`src/rtl/opc5_mem_arbiter.sv`:
```
// Cycle-by-cycle owner arbiter for the OPC5 asynchronous-read RAM: CPU (gated via cpu_clken) versus one DMA requester.
// Define ARB_DMA_BURST_EN to let a DMA grant extend up to MAX_BURST consecutive cycles while dma_req stays high.
module opc5_mem_arbiter #(
  parameter int CPU_MIN_SLOTS = 3,
  parameter int MAX_BURST     = 4
) (
  input  logic        clk,
  input  logic        reset_b,
  input  logic [15:0] cpu_address,
  input  logic [15:0] cpu_dout,
  input  logic        cpu_rnw,
  output logic [15:0] cpu_din,
  output logic        cpu_clken,
  input  logic        dma_req,
  input  logic        dma_rnw,
  input  logic [15:0] dma_address,
  input  logic [15:0] dma_wdata,
  output logic        dma_ack,
  output logic [15:0] dma_rdata,
  output logic [15:0] mem_address,
  output logic [15:0] mem_wdata,
  output logic        mem_we,
  input  logic [15:0] mem_rdata,
  output logic [15:0] stolen_cycles
);

  // DMA handshake: dma_req/dma_rnw/dma_address/dma_wdata are held stable until a cycle
  // with dma_ack=1; that transfer completes (write commits, read data captured) at the
  // rising edge closing the cycle. The requester may then present the next transfer.

  if (CPU_MIN_SLOTS < 1 || CPU_MIN_SLOTS > 255) begin : g_bad_min
    $error("CPU_MIN_SLOTS out of range 1..255");
  end
  if (MAX_BURST < 1 || MAX_BURST > 255) begin : g_bad_burst
    $error("MAX_BURST out of range 1..255");
  end

  typedef enum logic {OWN_CPU = 1'b0, OWN_DMA = 1'b1} owner_t;

  localparam logic [7:0] CPU_RELOAD = 8'(CPU_MIN_SLOTS - 1);

  owner_t      owner_q, owner_d;
  logic [7:0]  cpu_cnt_q, cpu_cnt_d;
  logic [15:0] stolen_q;

`ifdef ARB_DMA_BURST_EN
  localparam logic [7:0] BURST_LAST = 8'(MAX_BURST - 1);
  logic [7:0] burst_cnt_q, burst_cnt_d;
`endif

  always_ff @(posedge clk) begin
    if (!reset_b) begin
      owner_q   <= OWN_CPU;
      cpu_cnt_q <= CPU_RELOAD;
      stolen_q  <= '0;
`ifdef ARB_DMA_BURST_EN
      burst_cnt_q <= '0;
`endif
    end else begin
      owner_q   <= owner_d;
      cpu_cnt_q <= cpu_cnt_d;
      if (owner_q == OWN_DMA) stolen_q <= stolen_q + 16'd1;
`ifdef ARB_DMA_BURST_EN
      burst_cnt_q <= burst_cnt_d;
`endif
    end
  end

  // Ownership decision uses only registered state plus dma_req sampled at the edge.
  always_comb begin
    owner_d   = owner_q;
    cpu_cnt_d = cpu_cnt_q;
`ifdef ARB_DMA_BURST_EN
    burst_cnt_d = burst_cnt_q;
`endif
    if (owner_q == OWN_CPU) begin
      if (cpu_cnt_q != 8'd0) begin
        cpu_cnt_d = cpu_cnt_q - 8'd1;
      end else if (dma_req) begin
        owner_d = OWN_DMA;
`ifdef ARB_DMA_BURST_EN
        burst_cnt_d = '0;
`endif
      end
    end else begin
`ifdef ARB_DMA_BURST_EN
      if (dma_req && (burst_cnt_q < BURST_LAST)) begin
        burst_cnt_d = burst_cnt_q + 8'd1;
      end else begin
        owner_d   = OWN_CPU;
        cpu_cnt_d = CPU_RELOAD;
      end
`else
      owner_d   = OWN_CPU;
      cpu_cnt_d = CPU_RELOAD;
`endif
    end
  end

  // Reset overrides are combinational so a burst cut by reset never commits a write.
  always_comb begin
    cpu_clken   = 1'b1;
    dma_ack     = 1'b0;
    mem_address = cpu_address;
    mem_wdata   = cpu_dout;
    mem_we      = !cpu_rnw;
    if (owner_q == OWN_DMA) begin
      cpu_clken   = 1'b0;
      dma_ack     = dma_req;
      mem_address = dma_address;
      mem_wdata   = dma_wdata;
      mem_we      = dma_req & !dma_rnw;
    end
    if (!reset_b) begin
      cpu_clken = 1'b1;
      dma_ack   = 1'b0;
      mem_we    = 1'b0;
    end
  end

  assign cpu_din       = mem_rdata;
  assign dma_rdata     = mem_rdata;
  assign stolen_cycles = stolen_q;

endmodule
```
`config.mk`:
```
export PLATFORM = sky130hd
export DESIGN_NAME = opc5_mem_arbiter
export DESIGN_NICKNAME = d
export VERILOG_FILES = /design/src/rtl/opc5_mem_arbiter.sv
export SDC_FILE = /design/constraint.sdc
export NUM_CORES = 1
export LEC_CHECK = 0
export ABC_AREA = 1
export CAP_MARGIN = 5
export CELL_PAD_IN_SITES_DETAIL_PLACEMENT = 2
export CELL_PAD_IN_SITES_GLOBAL_PLACEMENT = 2
export CORE_UTILIZATION = 15
export CTS_BUF_LIST = sky130_fd_sc_hd__clkbuf_4 sky130_fd_sc_hd__clkbuf_8 sky130_fd_sc_hd__clkbuf_16
export DETAILED_ROUTE_END_ITERATION = 10
export GPL_ROUTABILITY_DRIVEN = 0
export HOLD_SLACK_MARGIN = 0.15
export PLACE_DENSITY_LB_ADDON = 0.15
export SYNTH_ARGS = -nofsm -noshare
export SYNTH_HDL_FRONTEND = slang
export SYNTH_SLANG_ARGS = --single-unit
```
`constraint.sdc`:
```
create_clock -name clk -period 2.2 [get_ports clk]
set_input_delay 0.55 -clock clk [delete_from_list [all_inputs] [get_ports clk]]
set_output_delay 0.55 -clock clk [all_outputs]
set_load 0.1 [all_outputs]
```
==> results of run 1 <==
[routing by layer]
layer	track usage	wire length, microns	up-vias
met1	0.147	3450	1074
li1	-	-	1106
met3	0.0228	511	5
met2	0.215	3760	76
met4	0.0277	61	0
met5	0	0	-
[sequential cells by signal, summed over array words and instances (netlist names)]
register	count
cpu_cnt_q	8
owner_q	1
stolen_cycles	16
[worst min-delay path: stages (launching register included)]
cell and delay, ns:
sky130_fd_sc_hd__dfxtp_1 0.33, sky130_fd_sc_hd__nand2_1 0.06, sky130_fd_sc_hd__nand3_1 0.05
[final timing paths]
kind,end,slack (ns),cells past startpoint
worst min-delay path,cpu_cnt_q[1],0.48,2
worst max-delay path,mem_we,0.07,4
worst max register to register,stolen_cycles[13],0.78,8
worst min register to register,cpu_cnt_q[1],0.48,2
[power by group]
part	switching [W]	internal (W)	leakage [nW]
combinational	0.00126	0.000675	1.31
sequential	0.0000465	0.000528	0.203
clock	0.000162	0.000260	0.0416
[timing repair]
item	in CTS	in global routing
setup endpoints to repair	2	1
pin swaps	0	1
gates resized for setup	1	0
[logic make-up after synthesis]
family / count (synthesis) / share of synthesized area
DFF: 25 / 0.267
xor gates and xnor gates: 3 / 0.0140
and+or+nand+nor: 199 / 0.452
buffers and inverters: 66 / 0.201
adders and majority gates: 2 / 0.0133
AOI/OAI and AO/OA: 18 / 0.0527
[layout make-up]
class                   instances  share of cell area
well taps                     168              0.0601
flip-flops and latches         25               0.144
clock buffers                   4              0.0236
repair buffers                127               0.450
inverters                      25              0.0268
multi-input cells             222               0.296
[metrics by stage]
| stage | area [sq um] | hold WS, ns | utilization |
|---|---|---|---|
| 6_report | 3500 | 0.476 | 0.289 |
| 5_1_grt | 3500 | 0.505 | 0.289 |
| 4_1_cts | 3500 | 0.480 | 0.289 |
| 3_5_place_dp | 3410 | 0.463 | 0.282 |
| 3_3_place_gp | 3410 | 0.444 | 0.282 |
| 2_1_floorplan | 1910 | 0.429 | - |
[cell usage in the layout, fill, tap and decap left out, types with 3 or more instances in the layout]
master,count
sky130_fd_sc_hd__a21oi_1,13
sky130_fd_sc_hd__buf_12,36
sky130_fd_sc_hd__buf_4,23
sky130_fd_sc_hd__clkbuf_16,3
sky130_fd_sc_hd__clkdlybuf4s50_1,67
sky130_fd_sc_hd__dfxtp_1,24
sky130_fd_sc_hd__inv_1,22
sky130_fd_sc_hd__nand2_1,138
sky130_fd_sc_hd__nand2_2,5
sky130_fd_sc_hd__nand3_1,12
sky130_fd_sc_hd__nand4_1,5
sky130_fd_sc_hd__nor2_1,26
sky130_fd_sc_hd__nor2_2,4
sky130_fd_sc_hd__nor2_4,3
sky130_fd_sc_hd__xor2_1,3
==> impl_results.html, run 1 <==
<table>
<tr><th>Metric</th><th>Value</th></tr>
<tr><th colspan="2">Critical path</th></tr>
<tr><td>Top delay family on crit path</td><td>buffers and inverters</td></tr>
<tr><td>Critical path endpoint category</td><td>output port</td></tr>
<tr><td>Cell-by-cell listing of the critical path</td><td>clkdlybuf4s50_1, inv_1, o32ai_4, buf_12</td></tr>
<tr><td>Data arrival time of the critical path</td><td>between 1.5 and 2 ns</td></tr>
<tr><td>Sort of element at the start of the critical path</td><td>input port</td></tr>
<tr><td>Highest net fanout along the worst path</td><td>3</td></tr>
<tr><td>Source of the critical timing path</td><td>dma_req</td></tr>
<tr><td>Worst path bufs/invs</td><td>3</td></tr>
<tr><td>Delay of the slowest critical-path stage</td><td>approximately 0.46 ns</td></tr>
<tr><td>Critical Path Slowest Stage Cell</td><td>sky130_fd_sc_hd__clkdlybuf4s50_1</td></tr>
<tr><td>Category of the critical setup timing path</td><td>in -&gt; out</td></tr>
<tr><td>Data required, critical path</td><td>~1.7 ns</td></tr>
<tr><td>Launching point of the worst reg2reg path</td><td>owner_q</td></tr>
<tr><th colspan="2">Final layout</th></tr>
<tr><td>Area growth, synth to finish</td><td>86.5%</td></tr>
<tr><td>Final Instance Count excl. Fillers</td><td>571</td></tr>
<tr><td>Area used by sequential logic in the layout</td><td>502 sq um</td></tr>
<tr><td>Diode count</td><td>0</td></tr>
<tr><td>Area used by multi-input combinational logic</td><td>approximately 1000 sq um</td></tr>
<tr><td>Fraction of layout instances using a drive strength above 1</td><td>0.206</td></tr>
<tr><td>Final Net Count</td><td>approximately 490</td></tr>
<tr><td>Fillcell total</td><td>1,466</td></tr>
<tr><th colspan="2">Synthesis</th></tr>
<tr><td>Netlist area before placement</td><td>roughly 1900 sq um</td></tr>
<tr><td>Register bit count reported by yosys</td><td>25</td></tr>
<tr><td>Net count of the mapped netlist</td><td>400</td></tr>
<tr><td>Number of enable flip-flop cells after synthesis</td><td>0</td></tr>
<tr><td>Top cell types by occurrence after synthesis</td><td>sky130_fd_sc_hd__nand2_1 (139), sky130_fd_sc_hd__buf_4 (33), sky130_fd_sc_hd__nor2_1 (27)</td></tr>
<tr><td>Avg Cell Area, Syn</td><td>5.99 sq um</td></tr>
<tr><td>Warning count from the yosys run</td><td>0</td></tr>
<tr><td>Synthesized instance count</td><td>between 300 and 400</td></tr>
<tr><td>Distinct cells, synth</td><td>26</td></tr>
<tr><td>Dominant register cell in the synthesized netlist</td><td>sky130_fd_sc_hd__dfxtp_1</td></tr>
<tr><td>Sequential-to-total area share from yosys stat</td><td>0.267</td></tr>
<tr><td>Leading post-synthesis cells by cell area</td><td>sky130_fd_sc_hd__nand2_1 (28%), sky130_fd_sc_hd__dfxtp_1 (27%), sky130_fd_sc_hd__buf_4 (13%)</td></tr>
<tr><td>Yosys top cell area share</td><td>0.278</td></tr>
<tr><td>Cell type contributing the most total cell area after synthesis</td><td>sky130_fd_sc_hd__nand2_1</td></tr>
<tr><td>Share of flip-flops with an asynchronous set or reset after synthesis</td><td>0</td></tr>
<tr><td>Most common cell in the synthesized netlist</td><td>sky130_fd_sc_hd__nand2_1</td></tr>
<tr><th colspan="2">Timing</th></tr>
<tr><td>Worst slew margin relative to its limit</td><td>0.794</td></tr>
<tr><td>RSZ-0062 raised after global routing</td><td>no</td></tr>
<tr><td>Achievable frequency</td><td>around 470 MHz</td></tr>
<tr><td>Time the worst path needs with I/O delays and setup</td><td>between 2 and 2.5 ns</td></tr>
<tr><td>Tcrit/Tclk final</td><td>0.968</td></tr>
<tr><td>Clock tree skew after final layout</td><td>~0.0052 ns</td></tr>
<tr><td>Setup slack after layout</td><td>0.0698 ns</td></tr>
<tr><td>Final number of setup-violating endpoints</td><td>0</td></tr>
<tr><td>Actual transition at the worst max-transition pin</td><td>~0.31 ns</td></tr>
<tr><td>Setup total negative slack</td><td>0 ns</td></tr>
<tr><td>Slew Limit Fails</td><td>0</td></tr>
<tr><td>Count of endpoints failing hold in the final timing report</td><td>0</td></tr>
<tr><th colspan="2">Clock network</th></tr>
<tr><td>Sinks on Clock Net</td><td>25</td></tr>
<tr><td>Clk Tree Root Cell</td><td>sky130_fd_sc_hd__clkbuf_16</td></tr>
<tr><td>Post-CTS Hold Fix Bufs</td><td>0</td></tr>
<tr><td>Setup fix buffers added after clock tree synthesis</td><td>0</td></tr>
<tr><td>Reg clk slew, reported paths</td><td>approximately 0.06 ns</td></tr>
<tr><td>Clock network latency to the later pin of the worst-skew pair</td><td>between 0.2 and 0.3 ns</td></tr>
<tr><td>Buffers from clock root to sink, at most</td><td>2</td></tr>
<tr><td>H-tree levels</td><td>1</td></tr>
<tr><td>TritonCTS clock tree</td><td>yes</td></tr>
<tr><td>Cts bufs inserted</td><td>3</td></tr>
<tr><th colspan="2">Global routing</th></tr>
<tr><td>Vias in the first global route</td><td>2,287</td></tr>
<tr><td>Number of antenna violations at the first check in global routing</td><td>0</td></tr>
<tr><td>Total overflow reported by the global router</td><td>0</td></tr>
<tr><td>First-pass GRT wire length</td><td>12.1 mm</td></tr>
<tr><td>Pin count of the biggest net entering global routing</td><td>33</td></tr>
<tr><td>Overall global routing resource usage</td><td>0.120</td></tr>
<tr><th colspan="2">Route</th></tr>
<tr><td>Final routed wire length divided by cell count</td><td>between 10 and 15 microns</td></tr>
<tr><td>Vias after detailed routing</td><td>2,261</td></tr>
<tr><td>Initial drt markers</td><td>40</td></tr>
<tr><td>Post-detailed-route DRC marker count</td><td>0</td></tr>
<tr><td>Via count normalized by instance count</td><td>3.96</td></tr>
<tr><td>Drt pass-1 iters</td><td>4</td></tr>
<tr><td>Routed Antenna Nets</td><td>0</td></tr>
<tr><td>Detailed Route WL</td><td>between 7 and 8 mm</td></tr>
<tr><th colspan="2">Flow run</th></tr>
<tr><td>Maximum Capacitance Violations</td><td>0</td></tr>
<tr><th colspan="2">Hold path</th></tr>
<tr><td>Type of the most critical hold path</td><td>reg -&gt; reg</td></tr>
<tr><td>Startpoint of the tightest hold check path</td><td>cpu_cnt_q[1]</td></tr>
<tr><th colspan="2">Placement</th></tr>
<tr><td>Cell Count Post-Placement</td><td>between 500 and 600</td></tr>
<tr><td>DP Worst Slack</td><td>-0.173 ns</td></tr>
<tr><td>Post-DP HPWL</td><td>roughly 6.4 mm</td></tr>
<tr><td>PortBufs</td><td>between 100 and 150</td></tr>
<tr><th colspan="2">Floorplan</th></tr>
<tr><td>Floorplan die height</td><td>about 110 microns</td></tr>
<tr><td>Die span in x</td><td>approximately 110 microns</td></tr>
<tr><td>Top-Level Pins</td><td>between 150 and 200</td></tr>
<tr><td>Core Footprint</td><td>between 10,000 and 15,000 sq um</td></tr>
<tr><td>Initial cell density of the core</td><td>0.155</td></tr>
<tr><td>Die Area</td><td>roughly 13,000 sq um</td></tr>
<tr><td>Rows</td><td>40</td></tr>
<tr><th colspan="2">Pwr</th></tr>
<tr><td>Power density over cell area</td><td>838 nW/um^2</td></tr>
<tr><td>VDD IR max</td><td>between 0.2 and 0.3 mV</td></tr>
<tr><td>Static Leakage</td><td>between 1.5 and 2 nW</td></tr>
<tr><td>Final total power</td><td>~0.003 W</td></tr>
<tr><th colspan="2">Run status</th></tr>
<tr><td>Status</td><td>finished clean</td></tr>
</table>
(Power assumes the default switching activity.)
==> run 2, diff against run 1 <==
- ABC_AREA: 1 -> default
- CORE_UTILIZATION: 15 -> 16
==> impl_results.html, run 2 <==
<table>
<tr><th>Metric</th><th>Value</th></tr>
<tr><th colspan="2">Run status</th></tr>
<tr><td>Status</td><td>finished clean</td></tr>
<tr><th colspan="2">Synthesis</th></tr>
<tr><td>Register bit count reported by yosys</td><td>25</td></tr>
<tr><td>Number of enable flip-flop cells after synthesis</td><td>0</td></tr>
<tr><td>Cell type contributing the most total cell area after synthesis</td><td>sky130_fd_sc_hd__dfxtp_1</td></tr>
<tr><td>Warning count from the yosys run</td><td>0</td></tr>
<tr><td>Dominant register cell in the synthesized netlist</td><td>sky130_fd_sc_hd__dfxtp_1</td></tr>
<tr><td>Avg Cell Area, Syn</td><td>approximately 9 sq um</td></tr>
<tr><td>Sequential-to-total area share from yosys stat</td><td>0.283</td></tr>
<tr><td>Top cell types by occurrence after synthesis</td><td>sky130_fd_sc_hd__buf_4 (32), sky130_fd_sc_hd__mux2_2 (32), sky130_fd_sc_hd__dfxtp_1 (25)</td></tr>
<tr><td>Distinct cells, synth</td><td>31</td></tr>
<tr><td>Net count of the mapped netlist</td><td>a little under 300</td></tr>
<tr><td>Yosys top cell area share</td><td>0.283</td></tr>
<tr><td>Share of flip-flops with an asynchronous set or reset after synthesis</td><td>0</td></tr>
<tr><td>Leading post-synthesis cells by cell area</td><td>sky130_fd_sc_hd__dfxtp_1 (28%), sky130_fd_sc_hd__mux2_2 (20%), sky130_fd_sc_hd__buf_4 (14%)</td></tr>
<tr><td>Synthesized instance count</td><td>202</td></tr>
<tr><td>Netlist area before placement</td><td>1770 sq um</td></tr>
<tr><th colspan="2">Timing</th></tr>
<tr><td>RSZ-0062 raised after global routing</td><td>no</td></tr>
<tr><td>Clock tree skew after final layout</td><td>around 0.0037 ns</td></tr>
<tr><td>Actual transition at the worst max-transition pin</td><td>0.356 ns</td></tr>
<tr><td>Setup slack after layout</td><td>between 0.07 and 0.08 ns</td></tr>
<tr><td>Count of endpoints failing hold in the final timing report</td><td>0</td></tr>
<tr><td>Worst slew margin relative to its limit</td><td>0.759</td></tr>
<tr><td>Time the worst path needs with I/O delays and setup</td><td>approximately 2.1 ns</td></tr>
<tr><td>Tcrit/Tclk final</td><td>0.964</td></tr>
<tr><td>Achievable frequency</td><td>about 470 MHz</td></tr>
<tr><td>Final number of setup-violating endpoints</td><td>0</td></tr>
<tr><td>Slew Limit Fails</td><td>0</td></tr>
<tr><th colspan="2">Final layout</th></tr>
<tr><td>Area growth, synth to finish</td><td>88.1%</td></tr>
<tr><td>Fraction of the core area covered by cells at the end of the flow</td><td>0.309</td></tr>
<tr><td>Final Net Count</td><td>380</td></tr>
<tr><td>Diode count</td><td>0</td></tr>
<tr><td>Area used by sequential logic in the layout</td><td>between 500 and 600 sq um</td></tr>
<tr><td>Fraction of layout instances using a drive strength above 1</td><td>0.349</td></tr>
<tr><td>Number of flip-flops in the largest register</td><td>16</td></tr>
<tr><td>Commonest cells after routing, fill and taps aside</td><td>sky130_fd_sc_hd__clkdlybuf4s50_1 (67), sky130_fd_sc_hd__buf_12 (38), sky130_fd_sc_hd__mux2_2 (32)</td></tr>
<tr><td>Area used by multi-input combinational logic</td><td>987 sq um</td></tr>
<tr><td>Most frequent standard cell in the layout excluding fill and tap cells</td><td>sky130_fd_sc_hd__clkdlybuf4s50_1</td></tr>
<tr><td>Fillcell total</td><td>1,174</td></tr>
<tr><td>Final Instance Count excl. Fillers</td><td>between 400 and 500</td></tr>
<tr><th colspan="2">Floorplan</th></tr>
<tr><td>Top-Level Pins</td><td>around 170</td></tr>
<tr><td>Die Area</td><td>roughly 11,000 sq um</td></tr>
<tr><td>Core Footprint</td><td>~11,000 sq um</td></tr>
<tr><td>Floorplan die height</td><td>approximately 110 microns</td></tr>
<tr><td>Initial cell density of the core</td><td>0.164</td></tr>
<tr><td>Rows</td><td>38</td></tr>
<tr><td>Die span in x</td><td>around 110 microns</td></tr>
<tr><th colspan="2">Hold path</th></tr>
<tr><td>Type of the most critical hold path</td><td>reg -&gt; reg</td></tr>
<tr><th colspan="2">Clock network</th></tr>
<tr><td>Reg clk slew, reported paths</td><td>about 0.10 ns</td></tr>
<tr><td>H-tree levels</td><td>1</td></tr>
<tr><td>Sinks on Clock Net</td><td>25</td></tr>
<tr><td>Buffers from clock root to sink, at most</td><td>2</td></tr>
<tr><td>TritonCTS clock tree</td><td>yes</td></tr>
<tr><td>Clock network latency to the later pin of the worst-skew pair</td><td>0.27 ns</td></tr>
<tr><td>Cts bufs inserted</td><td>3</td></tr>
<tr><td>Clk Tree Root Cell</td><td>sky130_fd_sc_hd__clkbuf_8</td></tr>
<tr><td>Post-CTS Hold Fix Bufs</td><td>0</td></tr>
<tr><th colspan="2">Global routing</th></tr>
<tr><td>Overall global routing resource usage</td><td>0.111</td></tr>
<tr><td>First-pass GRT wire length</td><td>9.92 mm</td></tr>
<tr><td>Pin count of the biggest net entering global routing</td><td>44</td></tr>
<tr><td>Vias in the first global route</td><td>roughly 1,900</td></tr>
<tr><td>Number of antenna violations at the first check in global routing</td><td>0</td></tr>
<tr><td>Total overflow reported by the global router</td><td>0</td></tr>
<tr><th colspan="2">Critical path</th></tr>
<tr><td>Data required, critical path</td><td>1.65 ns</td></tr>
<tr><td>Highest net fanout along the worst path</td><td>2</td></tr>
<tr><td>Critical Path Slowest Stage Cell</td><td>sky130_fd_sc_hd__clkdlybuf4s50_1</td></tr>
<tr><td>Setup slack of the worst register-to-register path</td><td>a little under 0.5 ns</td></tr>
<tr><td>Critical path endpoint category</td><td>output port</td></tr>
<tr><td>Category of the critical setup timing path</td><td>in -&gt; out</td></tr>
<tr><td>Data arrival time of the critical path</td><td>roughly 1.6 ns</td></tr>
<tr><td>Sort of element at the start of the critical path</td><td>input port</td></tr>
<tr><td>Delay of the slowest critical-path stage</td><td>roughly 0.5 ns</td></tr>
<tr><td>Cell-by-cell listing of the critical path</td><td>clkdlybuf4s50_1, a31oi_2, buf_4, nor2_4, buf_12</td></tr>
<tr><th colspan="2">Route</th></tr>
<tr><td>Via count normalized by instance count</td><td>3.97</td></tr>
<tr><td>Detailed Route WL</td><td>between 6 and 7 mm</td></tr>
<tr><td>Drt pass-1 iters</td><td>4</td></tr>
<tr><td>Routed Antenna Nets</td><td>0</td></tr>
<tr><td>Vias after detailed routing</td><td>approximately 1,700</td></tr>
<tr><td>Initial drt markers</td><td>29</td></tr>
<tr><td>Final routed wire length divided by cell count</td><td>15.1 microns</td></tr>
<tr><td>Post-detailed-route DRC marker count</td><td>0</td></tr>
<tr><th colspan="2">Placement</th></tr>
<tr><td>PortBufs</td><td>around 120</td></tr>
<tr><td>DP Worst Slack</td><td>around 0.038 ns</td></tr>
<tr><td>Post-DP HPWL</td><td>between 5 and 6 mm</td></tr>
<tr><td>Cell Count Post-Placement</td><td>approximately 430</td></tr>
<tr><th colspan="2">Pwr</th></tr>
<tr><td>Proportion of power drawn by flip-flops and latches</td><td>0.243</td></tr>
<tr><td>Proportion of power drawn by combinational gates</td><td>0.639</td></tr>
<tr><td>Power density over cell area</td><td>approximately 740 nW/um^2</td></tr>
<tr><td>Int Power</td><td>between 0.001 and 0.0015 W</td></tr>
<tr><td>Static Leakage</td><td>approximately 1.3 nW</td></tr>
<tr><td>VDD IR max</td><td>approximately 0.30 mV</td></tr>
<tr><td>Final total power</td><td>roughly 0.0025 W</td></tr>
<tr><td>Fraction of power consumed by the clock network</td><td>0.118</td></tr>
<tr><td>Switching power total</td><td>~0.0011 W</td></tr>
<tr><td>Proportion of total power due to net switching</td><td>0.464</td></tr>
<tr><th colspan="2">Flow run</th></tr>
<tr><td>Maximum Capacitance Violations</td><td>0</td></tr>
</table>
-- run 2: changes by cell type in the layout (fill, tap and decap cells not counted), sizes merged, moves of 4 or more --
cell / previous run / this run
nand2: 144 / 10
mux2: 0 / 32
inv: 24 / 7
a21oi: 13 / 2
nor2: 33 / 23
xnor2: 0 / 8
nand3: 12 / 5
mux2i: 0 / 5
nand2b: 0 / 5
nor4: 0 / 4
xor2: 3 / 7
-- run 2: layout make-up --
type / count / share of cell area
flip-flops and latches: 25 / 0.151
clock inverters: 1 / 0.00150
well taps: 140 / 0.0526
clock buffers: 3 / 0.0124
inverters: 7 / 0.00789
repair buffers: 126 / 0.479
multi-input cells: 130 / 0.296
-- run 2: metal layers --
layer  GRT usage  share of wire  vias up
li1            -              -      835
met1       0.120           0.37      836
met2       0.223           0.58       39
met3      0.0286          0.046        3
met4     0.00489        0.00092        0
met5           0              0        -
-- run 2: power groups by stage --
stage / sequential (W) / clock (W) / combinational [W]
floorplan: 0.000606 / 0 / 0.00126
global placement: 0.000608 / 0 / 0.00157
detailed placement: 0.000608 / 0 / 0.00158
CTS: 0.000596 / 0.000309 / 0.00159
global route: 0.000608 / 0.000325 / 0.00165
finish: 0.000595 / 0.000289 / 0.00157
-- run 2: logic make-up (layout without fill, tap and decap cells) --
kind of cell / after synthesis / after routing / synth area share
AND/OR/NAND/NOR: 69 / 69 / 0.204
buffers and inverters: 47 / 137 / 0.168
adder cells (fa/ha/maj): 2 / 2 / 0.0141
XOR/XNOR: 15 / 15 / 0.0742
AO/OA/AOI/OAI: 7 / 7 / 0.0254
multiplexers: 37 / 37 / 0.232
flip-flops: 25 / 25 / 0.283
-- run 2: path summary, 6_finish.rpt --
check | startpoint | depth (start not counted) | endpoint
max | dma_req | 5 | mem_we
min | stolen_cycles[15] | 2 | stolen_cycles[15]
max reg2reg | cpu_cnt_q[2] | 4 | cpu_cnt_q[2]
min reg2reg | stolen_cycles[15] | 2 | stolen_cycles[15]
-- run 2: repair_timing --
action                                  CTS  global route
setup buffers                             0             0
endpoints found under the setup margin    0             1
resized for setup                         0             2
-- run 2: critical path: cells and delay by family --
kind | cells | cell delay [ns]
AOI/OAI and AO/OA | 1 | 0.10
buffers and inverters | 3 | 0.83
and+or+nand+nor | 1 | 0.09
-- run 2: through the flow --
step / cell area [sq um] / TNS (ns) / hold slack, ns
finish: 3330 / 0 / 0.486
global route: 3330 / 0 / 0.508
CTS: 3320 / 0 / 0.494
detailed placement: 3280 / 0 / 0.474
global placement: 3280 / 0 / 0.466
floorplan: 1780 / -0.0421 / 0.459
